==> src/rtl/byte_gather_4_if.sv <==
// Byte-stream in / packed 4-lane word out bundle for byte_gather_4.
// out_parity exists only when BYTE_GATHER_PARITY_EN is defined.
interface byte_gather_4_if #(
    parameter int unsigned BYTE_W = 8
);
    logic [BYTE_W-1:0] in_data;
    logic              in_valid;
    logic              in_last;
    logic              in_ready;
    logic [BYTE_W-1:0] s0;
    logic [BYTE_W-1:0] s1;
    logic [BYTE_W-1:0] s2;
    logic [BYTE_W-1:0] s3;
    logic [2:0]        out_count;
    logic              out_valid;
    logic              out_ready;
`ifdef BYTE_GATHER_PARITY_EN
    logic [3:0]        out_parity;
`endif

    modport slave (
        input  in_data, in_valid, in_last, out_ready,
        output in_ready, s0, s1, s2, s3, out_count, out_valid
`ifdef BYTE_GATHER_PARITY_EN
        , output out_parity
`endif
    );

    modport master (
        output in_data, in_valid, in_last, out_ready,
        input  in_ready, s0, s1, s2, s3, out_count, out_valid
`ifdef BYTE_GATHER_PARITY_EN
        , input out_parity
`endif
    );
endinterface

==> src/rtl/byte_gather_4.sv <==
// Packs a byte stream into 4-lane words with an assembly + output register pair.
// Optional BYTE_GATHER_PARITY_EN adds per-lane even parity (out_parity).
module byte_gather_4 #(
    parameter int unsigned       BYTE_W   = 8,
    parameter logic [BYTE_W-1:0] PAD_BYTE = '0
) (
    input  logic            clk,
    input  logic            rst,
    byte_gather_4_if.slave  bus
);
    localparam int unsigned LANES = 4;
    localparam int unsigned IDX_W = 2;
    localparam int unsigned CNT_W = 3;

    typedef enum logic {ST_FILL, ST_PEND} state_t;
    typedef logic [LANES-1:0][BYTE_W-1:0] word_t;

    localparam word_t PAD_WORD = {LANES{PAD_BYTE}};

    state_t            r_state, w_state_nxt;
    logic [IDX_W-1:0]  r_idx, w_idx_nxt;
    word_t             r_asm, w_asm_nxt, w_fill, w_word;
    logic [CNT_W-1:0]  r_pend_cnt, w_pend_cnt_nxt, w_word_cnt;
    word_t             r_lane, w_lane_nxt;
    logic [CNT_W-1:0]  r_out_cnt, w_out_cnt_nxt;
    logic              r_out_valid, w_out_valid_nxt;
    logic              r_in_ready, w_in_ready_nxt;
    logic              w_accept, w_out_free, w_load;
`ifdef BYTE_GATHER_PARITY_EN
    logic [LANES-1:0]  r_parity, w_parity_nxt;
`endif

    assign w_accept   = bus.in_valid && r_in_ready;
    assign w_out_free = !r_out_valid || bus.out_ready;

    // State register
    always_ff @(posedge clk or negedge rst) begin
        if (!rst) r_state <= ST_FILL;
        else      r_state <= w_state_nxt;
    end

    // Next-state, assembly and output-register next values
    always_comb begin
        w_state_nxt     = r_state;
        w_idx_nxt       = r_idx;
        w_asm_nxt       = r_asm;
        w_pend_cnt_nxt  = r_pend_cnt;
        w_lane_nxt      = r_lane;
        w_out_cnt_nxt   = r_out_cnt;
        w_out_valid_nxt = r_out_valid;
        w_load          = 1'b0;
        w_word          = r_asm;
        w_word_cnt      = r_pend_cnt;
        w_fill          = r_asm;
        w_fill[r_idx]   = bus.in_data;

        case (r_state)
            ST_FILL: begin
                if (w_accept) begin
                    if (r_idx == IDX_W'(LANES - 1) || bus.in_last) begin
                        w_word     = w_fill;
                        w_word_cnt = CNT_W'(r_idx) + CNT_W'(1);
                        if (w_out_free) begin
                            w_load    = 1'b1;
                            w_asm_nxt = PAD_WORD;
                            w_idx_nxt = '0;
                        end else begin
                            w_asm_nxt      = w_fill;
                            w_pend_cnt_nxt = w_word_cnt;
                            w_state_nxt    = ST_PEND;
                        end
                    end else begin
                        w_asm_nxt = w_fill;
                        w_idx_nxt = r_idx + IDX_W'(1);
                    end
                end
            end
            ST_PEND: begin
                if (w_out_free) begin
                    w_load      = 1'b1;
                    w_asm_nxt   = PAD_WORD;
                    w_idx_nxt   = '0;
                    w_state_nxt = ST_FILL;
                end
            end
            default: w_state_nxt = ST_FILL;
        endcase

        // A load in the same cycle as a drain keeps out_valid high (no bubble)
        if (w_load) begin
            w_lane_nxt      = w_word;
            w_out_cnt_nxt   = w_word_cnt;
            w_out_valid_nxt = 1'b1;
        end else if (r_out_valid && bus.out_ready) begin
            w_out_cnt_nxt   = '0;
            w_out_valid_nxt = 1'b0;
        end

        w_in_ready_nxt = (w_state_nxt == ST_FILL);
    end

`ifdef BYTE_GATHER_PARITY_EN
    always_comb begin
        w_parity_nxt = r_parity;
        if (w_load) begin
            w_parity_nxt[0] = ^w_word[0];
            w_parity_nxt[1] = ^w_word[1];
            w_parity_nxt[2] = ^w_word[2];
            w_parity_nxt[3] = ^w_word[3];
        end
    end

    always_ff @(posedge clk or negedge rst) begin
        if (!rst) r_parity <= '0;
        else      r_parity <= w_parity_nxt;
    end

    assign bus.out_parity = r_parity;
`endif

    // Datapath registers
    always_ff @(posedge clk or negedge rst) begin
        if (!rst) begin
            r_idx       <= '0;
            r_asm       <= PAD_WORD;
            r_pend_cnt  <= '0;
            r_lane      <= PAD_WORD;
            r_out_cnt   <= '0;
            r_out_valid <= 1'b0;
            r_in_ready  <= 1'b0;
        end else begin
            r_idx       <= w_idx_nxt;
            r_asm       <= w_asm_nxt;
            r_pend_cnt  <= w_pend_cnt_nxt;
            r_lane      <= w_lane_nxt;
            r_out_cnt   <= w_out_cnt_nxt;
            r_out_valid <= w_out_valid_nxt;
            r_in_ready  <= w_in_ready_nxt;
        end
    end

    assign bus.in_ready  = r_in_ready;
    assign bus.s0        = r_lane[0];
    assign bus.s1        = r_lane[1];
    assign bus.s2        = r_lane[2];
    assign bus.s3        = r_lane[3];
    assign bus.out_count = r_out_cnt;
    assign bus.out_valid = r_out_valid;
endmodule

==> src/flat_wrapper.sv <==
// flat-port wrapper written by rule: the top's interface ports become plain ports
module byte_gather_4_flat 
#(
    parameter int unsigned       BYTE_W   = 8,
    parameter logic [BYTE_W-1:0] PAD_BYTE = '0
)
  (clk, rst, bus_in_data, bus_in_valid, bus_in_last, bus_out_ready, bus_in_ready, bus_s0, bus_s1, bus_s2, bus_s3, bus_out_count, bus_out_valid);
  byte_gather_4_if #(.BYTE_W(BYTE_W)) bus_i ();
  input  logic clk;
  input  logic rst;
  input wire logic [$bits(bus_i.in_data)-1:0] bus_in_data;
  input wire logic [$bits(bus_i.in_valid)-1:0] bus_in_valid;
  input wire logic [$bits(bus_i.in_last)-1:0] bus_in_last;
  input wire logic [$bits(bus_i.out_ready)-1:0] bus_out_ready;
  output wire logic [$bits(bus_i.in_ready)-1:0] bus_in_ready;
  output wire logic [$bits(bus_i.s0)-1:0] bus_s0;
  output wire logic [$bits(bus_i.s1)-1:0] bus_s1;
  output wire logic [$bits(bus_i.s2)-1:0] bus_s2;
  output wire logic [$bits(bus_i.s3)-1:0] bus_s3;
  output wire logic [$bits(bus_i.out_count)-1:0] bus_out_count;
  output wire logic [$bits(bus_i.out_valid)-1:0] bus_out_valid;
  assign bus_i.in_data = bus_in_data;
  assign bus_i.in_valid = bus_in_valid;
  assign bus_i.in_last = bus_in_last;
  assign bus_i.out_ready = bus_out_ready;
  assign bus_in_ready = bus_i.in_ready;
  assign bus_s0 = bus_i.s0;
  assign bus_s1 = bus_i.s1;
  assign bus_s2 = bus_i.s2;
  assign bus_s3 = bus_i.s3;
  assign bus_out_count = bus_i.out_count;
  assign bus_out_valid = bus_i.out_valid;
  byte_gather_4 #(.BYTE_W(BYTE_W), .PAD_BYTE(PAD_BYTE)) u_core (.clk(clk), .rst(rst), .bus(bus_i));
endmodule
==> config.mk <==
export PLATFORM = sky130hd
export DESIGN_NAME = byte_gather_4_flat
export DESIGN_NICKNAME = d
export VERILOG_FILES = /design/src/rtl/byte_gather_4_if.sv /design/src/rtl/byte_gather_4.sv /design/src/flat_wrapper.sv
export SDC_FILE = /design/constraint.sdc
export NUM_CORES = 1
export LEC_CHECK = 0
export CORE_AREA = 5 5 73 141
export DETAILED_ROUTE_END_ITERATION = 16
export DIE_AREA = 0 0 78 146
export PLACE_DENSITY_LB_ADDON = 0.1
export SLEW_MARGIN = 20
export SYNTH_ARGS = -nofsm -noshare
export SYNTH_HDL_FRONTEND = slang
export SYNTH_SLANG_ARGS = --single-unit
==> constraint.sdc <==
create_clock -name clk -period 5.8 [get_ports clk]
set_clock_uncertainty 0.05 [all_clocks]
set_input_delay 0.58 -clock clk [delete_from_list [all_inputs] [get_ports clk]]
set_output_delay 0.58 -clock clk [all_outputs]
set_load 0.05 [all_outputs]
==> flow_summary.yaml, run 1 <==
run_status:
  status: "completed"
synth:
  synth_warnings: 0
  synth_nets: 346
  yosysUniqueCellTypes: 51
  netlist_area_sq_mm: 0.00350
  ys_seq_area_share_pct: 53.6
  ys_ff_latch: 75
  synth_edf_count: 0
  syn_avg_cell_area_sq_um: 10.7
  ys.flop_type: "dfrtp_1"
  synthCells: 328
  async_flop_share_pct: 100
global_route:
  antenna_found_initial: 0
  grt_pass1_vias: 2851
  grt_pass1_wl_um: 15700
  grt.total_usage_pct: 17.4
  grt_overflow_total: 0
  grt_max_degree: 76
detailed_routing:
  dr.pass1.iters: 4
  ant_nets: 0
  routed_via_density: 5.82
  wirelength_um: 9410
  dr.first_iter.drc_count: 111
  num_vias: 2728
  routedWlPerCell_um: 20.1
  drcViolationCount: 0
placement:
  place.gp.congestion: 0.781
  portBuffers: 49
  hpwl_um: 6300
  dp_slack_ps: 2850
cts:
  ctsHtreeMaxLevel: 3
  tritoncts: "done"
  clock-root-buffer: "clkbuf_16"
  postCtsSetupBuffers: 0
  cts_resized: 0
  clockBufferDepth: 2
  insertion_delay_ps: 340
  holdBufCountCts: 0
  numCtsBuffers: 9
  clkTransAtPathRegs_ps: 60
  cts_sinks: 75
floorplanning:
  die_w_um: 78
  start_util_pct: 38.8
  fp.dieH_um: 146
  core_sq_mm: 0.00901
  rows: 49
  dieArea_sq_mm: 0.0114
  io_pins: 50
power_and_ir_drop:
  power.density_mw_per_mm2: 603
  comb_power_share_pct: 44.6
  vdd.ir_drop.worst_mv: 0.235
  p_clk_share_pct: 22.9
  seqPwrFrac_pct: 32.4
  p_int_uw: 1510
  cellLeakagePower_uw: 0.00180
  swShare_pct: 41.9
  switching_power_uw: 1090
setup_path:
  r2r_setup_slack_ps: 3070
  r2r-end: "u_core.r_asm[11]"
  ff2ff_path_depth: 6
  crit_fanout: 38
  crit_buf_inv: 1
  required_ps: 5970
  critPathArrivalTime_ps: 2900
  cpPeakStageDelay_ps: 550
  end_kind: "flop"
  critPathTopFamily: "compound AO/OA/AOI/OAI gates"
  cpMaxStageDelayCell: "ha_1"
  cp-start-kind: "flop"
  crit_path_start: "u_core.r_idx[0]"
  path_depth: 6
  path_cells: "ha_1 > o211a_1 > o21a_1 > buf_4 > a21oi_2 > a32o_1"
  rr_startpoint: "u_core.r_idx[0]"
  crit_path_end: "u_core.r_asm[11]"
  path_class: "reg2reg"
timing:
  fmax_ghz: 0.366
  timing.final.crit_share_pct: 47.1
  fin_setup_tns_ps: 0
  setup_viol: 0
  hold_viol: 0
  worst_slack_ps: 3070
  period_minus_slack_ps: 2730
  tightest_slew_ps: 960
  slew-limit-headroom_pct: 36.0
  rsz0062_at_grt: "no"
  finalMaxSlewViolations: 0
cells_and_area:
  fill_cells: 858
  final_cell_mix: "75 x dfrtp_1, 48 x clkdlybuf4s50_1, 34 x nor2_1"
  nets: 380
  seq_area_sq_mm: 0.00188
  multi_input_area_sq_mm: 0.00146
  n_antenna_cell: 0
  drive_above_1_share_pct: 10.4
  syn_to_final_growth_pct: 23.2
  layout_commonest_cell: "dfrtp_1"
min_path:
  min_path_type: "in2async"
run:
  maxCapViolations: 0
-- worst min-delay path by stage --
stage	cells past startpoint	end	start	slack, ps
final	1	u_core.bus.s3[2]	rst	330
after global routing	1	u_core.bus.s3[2]	rst	420
after CTS	1	u_core.bus.s3[2]	rst	390
after detailed placement	2	u_core.r_pend_cnt[0]	u_core.r_pend_cnt[0]	430
after floorplan	0	u_core.bus.in_ready	rst	230
after global placement	2	u_core.r_pend_cnt[0]	u_core.r_pend_cnt[0]	420
-- stage by stage --
step	util (%)	power [uW]	hold slack, ps	std cells	area (sq um)
after global placement	44.3	2010	424	453	3990
after CTS	47.8	2630	390	469	4310
final	47.8	2600	330	469	4310
after global routing	47.8	2740	424	469	4310
after detailed placement	44.3	2030	432	453	3990
after floorplan	-	1640	234	328	3500
-- cell families after synthesis --
| logic type | Yosys count | share of synthesized area, % |
|---|---|---|
| buffers and inverters | 35 | 4.83 |
| multiplexers | 3 | 0.930 |
| flip-flops | 75 | 53.6 |
| AO/OA/AOI/OAI | 96 | 22.4 |
| AND/OR/NAND/NOR | 114 | 16.4 |
| adder cells (fa/ha/maj) | 5 | 1.79 |
-- cell type report --
type	instances	share of cell area, %
multi-input cells	218	33.8
clock inverters	7	2.15
clock buffers	9	5.22
well taps	102	2.96
repair buffers	52	11.8
inverters	6	0.522
flip-flops and latches	75	43.5
-- cells in the mapped netlist (all sizes together) (5+ instances only) --
library cell | count | area, sq um
a21oi | 8 | 51.3
a22o | 21 | 184
a31oi | 8 | 50.1
a32o | 5 | 50.1
buf | 19 | 109
clkbuf | 10 | 37.5
dfrtp | 75 | 1880
ha | 5 | 62.6
inv | 6 | 22.5
nand2 | 23 | 86.3
nand2b | 10 | 62.6
nand3 | 10 | 50.1
nor2 | 34 | 128
nor3 | 20 | 100
o21ai | 10 | 50.1
o221a | 9 | 101
o22ai | 20 | 169
-- layer usage --
layer / GRT usage (%) / part of all wire [%]
met4: 8.21 / 2.4
met3: 3.04 / 3.8
met5: 0 / 0
met1: 21.1 / 41
met2: 29.5 / 53
-- registers in the layout, indices dropped and copies added, names as in the netlist --
name / count
u_core.r_pend_cnt: 3
u_core.bus.s2: 8
u_core.bus.s3: 8
u_core.bus.s1: 8
u_core.r_asm: 32
u_core.bus.s0: 8
u_core.r_idx: 2
u_core.bus.out_valid: 1
u_core.bus.out_count: 3
u_core.r_state: 1
u_core.bus.in_ready: 1
-- power by group through the flow --
| stage | registers, uW | clock network, uW | logic, uW |
|---|---|---|---|
| floorplan | 1250 | 0 | 393 |
| finish | 843 | 596 | 1160 |
| global placement | 851 | 0 | 1160 |
| detailed placement | 854 | 0 | 1170 |
| CTS | 846 | 611 | 1170 |
| global route | 869 | 634 | 1240 |
Note: power is estimated with default switching activity, not from simulation.
==> run 2: changes to the inputs <==
==> constraint.sdc (replaced) <==
create_clock -name clk -period 2.6 [get_ports clk]
set_clock_uncertainty 0.05 [all_clocks]
set_input_delay 0.26 -clock clk [delete_from_list [all_inputs] [get_ports clk]]
set_output_delay 0.26 -clock clk [all_outputs]
set_load 0.05 [all_outputs]
==> run 2 against run 1 <==
Net effect:
- sequential cell count unchanged
- sequential power increased by 120%
- die area unchanged
- via count increased by 1.2%
- critical endpoint is now u_core.bus.s3[1]
- largest power group unchanged
==> flow_summary.yaml, run 2 (synthesis results as in run 1) <==
detailed_routing:
  drcViolationCount: 0
  routedWlPerCell_um: 20.0
  routed_via_density: 5.74
  dr.first_iter.drc_count: 163
  wirelength_um: 9630
  num_vias: 2762
  ant_nets: 0
  dr.pass1.iters: 4
setup_path:
  critPathArrivalTime_ps: 2290
  end_kind: "flop"
  rr_startpoint: "u_core.r_idx[0]"
  cpMaxStageDelayCell: "dfrtp_1"
  ff2ff_path_depth: 6
  crit_fanout: 26
  path_class: "reg2reg"
  r2r-end: "u_core.bus.s3[1]"
  required_ps: 2790
  path_cells: "ha_1 > o211a_1 > o21a_1 > buf_4 > nor2_1 > a31oi_1"
  cp-start-kind: "flop"
  cpPeakStageDelay_ps: 480
  r2r_setup_slack_ps: 500
cells_and_area:
  layout_commonest_cell: "dfrtp_1"
  syn_to_final_growth_pct: 25.0
  largest_reg_flops: 32
  nets: 392
  final_cell_mix: "75 x dfrtp_1, 48 x clkdlybuf4s50_1, 34 x nor2_1"
  drive_above_1_share_pct: 12.1
  regMostFlops: "u_core.r_asm"
  fill_cells: 841
  n_antenna_cell: 0
placement:
  hpwl_um: 6850
  place.gp.congestion: 0.799
  portBuffers: 49
cts:
  postCtsSetupBuffers: 0
  clockBufferDepth: 2
  insertion_delay_ps: 330
  tritoncts: "done"
  clkTransAtPathRegs_ps: 60
  holdBufCountCts: 0
  cts_resized: 0
  cts_sinks: 75
  clock-root-buffer: "clkbuf_16"
  ctsHtreeMaxLevel: 3
  numCtsBuffers: 9
timing:
  finalMaxSlewViolations: 0
  hold_viol: 0
  fmax_ghz: 0.477
  holdWs_ps: 21.0
  rsz0062_at_grt: "no"
  slew-limit-headroom_pct: 35.9
  timing.final.crit_share_pct: 80.7
  fin_setup_tns_ps: 0
  period_minus_slack_ps: 2100
  setup_viol: 0
  tightest_slew_ps: 961
run:
  maxCapViolations: 0
floorplanning:
  die_w_um: 78
  rows: 49
  core_sq_mm: 0.00901
  start_util_pct: 38.8
  dieArea_sq_mm: 0.0114
  fp.dieH_um: 146
  io_pins: 50
global_route:
  grt_max_degree: 76
  grt_pass1_vias: 2862
  grt_overflow_total: 0
  grt.total_usage_pct: 17.8
  antenna_found_initial: 0
  grt_pass1_wl_um: 15800
min_path:
  min_path_type: "in2async"
power_and_ir_drop:
  power.density_mw_per_mm2: 1320
  cellLeakagePower_uw: 0.00184
  vdd.ir_drop.worst_mv: 0.583
run_status:
  status: "completed"
## run 2: cell type report
class,instances,area (sq um),area share [%]
inverters,6,22.5,0.515
multi-input cells,218,1460,33.3
clock inverters,2,35.0,0.801
clock buffers,14,254,5.81
repair buffers,64,601,13.7
flip-flops and latches,75,1880,42.9
well taps,102,128,2.92
## run 2: where the power goes
| part | leakage [uW] | internal, uW | switching (uW) |
|---|---|---|---|
| clock | 0.000141 | 769 | 456 |
| sequential | 0.000951 | 1590 | 287 |
| combinational | 0.000752 | 973 | 1680 |
## run 2: worst max-delay path by stage
stage	start	to	slack, ps	cells past startpoint
finish	u_core.r_idx[0]	u_core.bus.s3[1]	500	6
global route	u_core.r_idx[0]	u_core.bus.s2[5]	320	6
CTS	u_core.r_idx[1]	u_core.bus.s1[2]	500	6
detailed placement	bus_in_valid	u_core.r_asm[18]	300	5
global placement	bus_in_valid	u_core.r_asm[23]	290	5
floorplan	u_core.bus.out_valid	u_core.bus.s1[1]	690	6
## run 2: layer usage
metal / GRT usage, % / part of all wire [%] / vias up
met3: 3.28 / 3.7 / 16
met4: 7.70 / 2.6 / 0
met1: 20.8 / 39 / 1377
li1: - / - / 1301
met2: 31.0 / 54 / 68
met5: 0 / 0 / -
## run 2: worst max-delay path, delay by kind of cell (launching register included)
kind                       cells  cell delay, ps
AOI/OAI and AO/OA              3             780
adders and majority gates      1             260
buffers and inverters          1             350
DFF                            1             480
and+or+nand+nor                1              70
## run 2: metrics by stage
stage	cells	power, uW	area [sq um]	utilization [%]	setup WS, ps
final	481	5750	4370	48.5	502
after global routing	481	6050	4370	48.5	317
after CTS	481	5820	4370	48.5	498
after detailed placement	465	4570	4080	45.3	297
after global placement	465	4540	4080	45.3	286
after floorplan	328	3660	3500	-	692
==> run 3: changes to the inputs <==
==> constraint.sdc (replaced) <==
create_clock -name clk -period 1.8 [get_ports clk]
set_clock_uncertainty 0.05 [all_clocks]
set_input_delay 0.18 -clock clk [delete_from_list [all_inputs] [get_ports clk]]
set_output_delay 0.18 -clock clk [all_outputs]
set_load 0.05 [all_outputs]
==> run 3 against run 2 <==
Net effect:
- combinational power increased by 60%
- die area unchanged
- via count increased by 6.4%
- highest routed layer unchanged
==> flow_summary.yaml, run 3 (synthesis results as in run 1) <==
setup_path:
  path_cells: "buf_6 > inv_6 > ha_4 > inv_2 > or4_4 > o22ai_2 > nor2_1"
  crit_fanout: 7
  crit_path_start: "u_core.r_idx[0]"
  rr_startpoint: "u_core.r_idx[0]"
  cpPeakStageDelay_ps: 620
  ff2ff_path_depth: 7
  crit_buf_inv: 3
  r2r_setup_slack_ps: 7
  critPathArrivalTime_ps: 1960
  r2r-end: "u_core.bus.s2[4]"
  cpMaxStageDelayCell: "or4_4"
  critPathTopFamily: "simple AND/OR/NAND/NOR gates"
  end_kind: "flop"
  path_class: "reg2reg"
  required_ps: 1970
  cp-start-kind: "flop"
cells_and_area:
  multi_input_area_sq_mm: 0.00160
  regMostFlops: "u_core.r_asm"
  syn_to_final_growth_pct: 40.6
  fin_area_sq_mm: 0.00492
  instances_no_fill: 524
  seq_area_sq_mm: 0.00188
  n_antenna_cell: 0
  nets: 435
  drive_above_1_share_pct: 32.9
  final_cell_mix: "73 x dfrtp_1, 72 x buf_4, 33 x nor2_1"
  fill_cells: 810
  layout_commonest_cell: "dfrtp_1"
  final_util_pct: 54.6
  largest_reg_flops: 32
floorplanning:
  fp.dieH_um: 146
  start_util_pct: 38.8
  die_w_um: 78
  io_pins: 50
  core_sq_mm: 0.00901
  rows: 49
  dieArea_sq_mm: 0.0114
global_route:
  antenna_found_initial: 0
  grt_overflow_total: 0
  grt-busiest-layer: "met2"
  grt_pass1_vias: 3023
  met2_usage_pct: 30.4
  grt_pass1_wl_um: 15900
  grt.total_usage_pct: 17.7
  grt_use_met1_pct: 19.8
  grt_use_met3_pct: 3.84
  grt_max_degree: 35
timing:
  setup_viol: 0
  hold_viol: 0
  fmax_ghz: 0.558
  timing.final.crit_share_pct: 99.6
  slew-limit-headroom_pct: 65.6
  rsz0062_at_grt: "yes"
  period_minus_slack_ps: 1790
  tightest_slew_ps: 515
  finalMaxSlewViolations: 0
  worst_slack_ps: 7.05
detailed_routing:
  num_vias: 2939
  dr.first_iter.drc_count: 107
  wirelength_um: 9730
  routed_via_density: 5.61
  dr.pass1.iters: 4
  drcViolationCount: 0
  routedWlPerCell_um: 18.6
  ant_nets: 0
cts:
  cts_sinks: 75
  ctsHtreeMaxLevel: 3
  clockBufferDepth: 2
  insertion_delay_ps: 330
  clkTransAtPathRegs_ps: 60
  numCtsBuffers: 9
  tritoncts: "done"
  clock-root-buffer: "clkbuf_16"
placement:
  portBuffers: 49
  dp_slack_ps: -157
  hpwl_um: 7230
  dpl_cell_area_sq_mm: 0.00439
  dp_cells: 504
  place.gp.congestion: 0.798
run_status:
  status: "completed"
run:
  maxCapViolations: 0
power_and_ir_drop:
  vdd.ir_drop.worst_mv: 0.780
  comb_power_share_pct: 47.3
  swShare_pct: 41.2
  seqPwrFrac_pct: 30.3
  p_clk_share_pct: 22.4
  power.density_mw_per_mm2: 1830
  cellLeakagePower_uw: 0.00216
  switching_power_uw: 3700
  p_int_uw: 5280
min_path:
  min_path_type: "in2async"
-- run 3: cell count changes in the layout (fill, tap and decap cells not counted), sizes merged --
cell,delta
clkdlybuf4s50,-24
clkinv,+1
clkinvlp,+1
dlygate4sd3,+1
dlymetal6s2s,+2
bufinv,+1
buf,+64
clkbuf,-3
-- run 3: timing repair --
| item | CTS | global route |
|---|---|---|
| hold buffers | 1 | 0 |
| cloned | 0 | 0 |
| resized for setup | 10 | 25 |
| endpoints found under the setup margin | 46 | 64 |
| buffers inserted | 0 | 3 |
| pin swaps | 2 | 21 |
| endpoints found under the hold margin | 30 | 0 |
-- run 3: worst max-delay path by stage --
stage	depth (start not counted)	endpoint	slack, ps
final	7	u_core.bus.s2[4]	7
after global routing	7	u_core.bus.s2[2]	-60
after CTS	6	u_core.bus.s0[3]	1
after detailed placement	7	u_core.bus.s3[6]	-160
after global placement	5	u_core.r_asm[6]	-130
after floorplan	7	u_core.bus.s1[1]	6
-- run 3: power by group through the flow --
stage | sequential [uW] | combinational, uW | clock, uW
2_1_floorplan | 4030 | 1280 | 0
3_3_place_gp | 2720 | 4040 | 0
3_5_place_dp | 2730 | 4080 | 0
4_1_cts | 2710 | 4150 | 2060
5_1_grt | 2810 | 4510 | 2130
6_report | 2720 | 4250 | 2010
-- run 3: through the flow --
step	TNS (ps)	hold slack [ps]	power [uW]
5_1_grt	-350	354	9440
3_3_place_gp	-5120	123	6760
6_report	0	291	8990
2_1_floorplan	0	-166	5320
3_5_place_dp	-6370	130	6810
4_1_cts	0	313	8920
-- run 3: area by class of cell --
class | count | area share [%]
inverter | 6 | 0.560
tap | 102 | 2.59
timing repair buffer | 107 | 19.2
clock buffer | 11 | 5.14
sequential | 75 | 38.2
multi-input combinational | 218 | 32.6
clock inverter | 5 | 1.73
-- run 3: per-layer routing --
layer	vias to the layer above	part of all wire [%]	wire, um
met2	74	54	5270
met5	-	0	0
met4	0	3.7	361
met3	21	3.9	379
met1	1452	38	3720
li1	1392	-	-
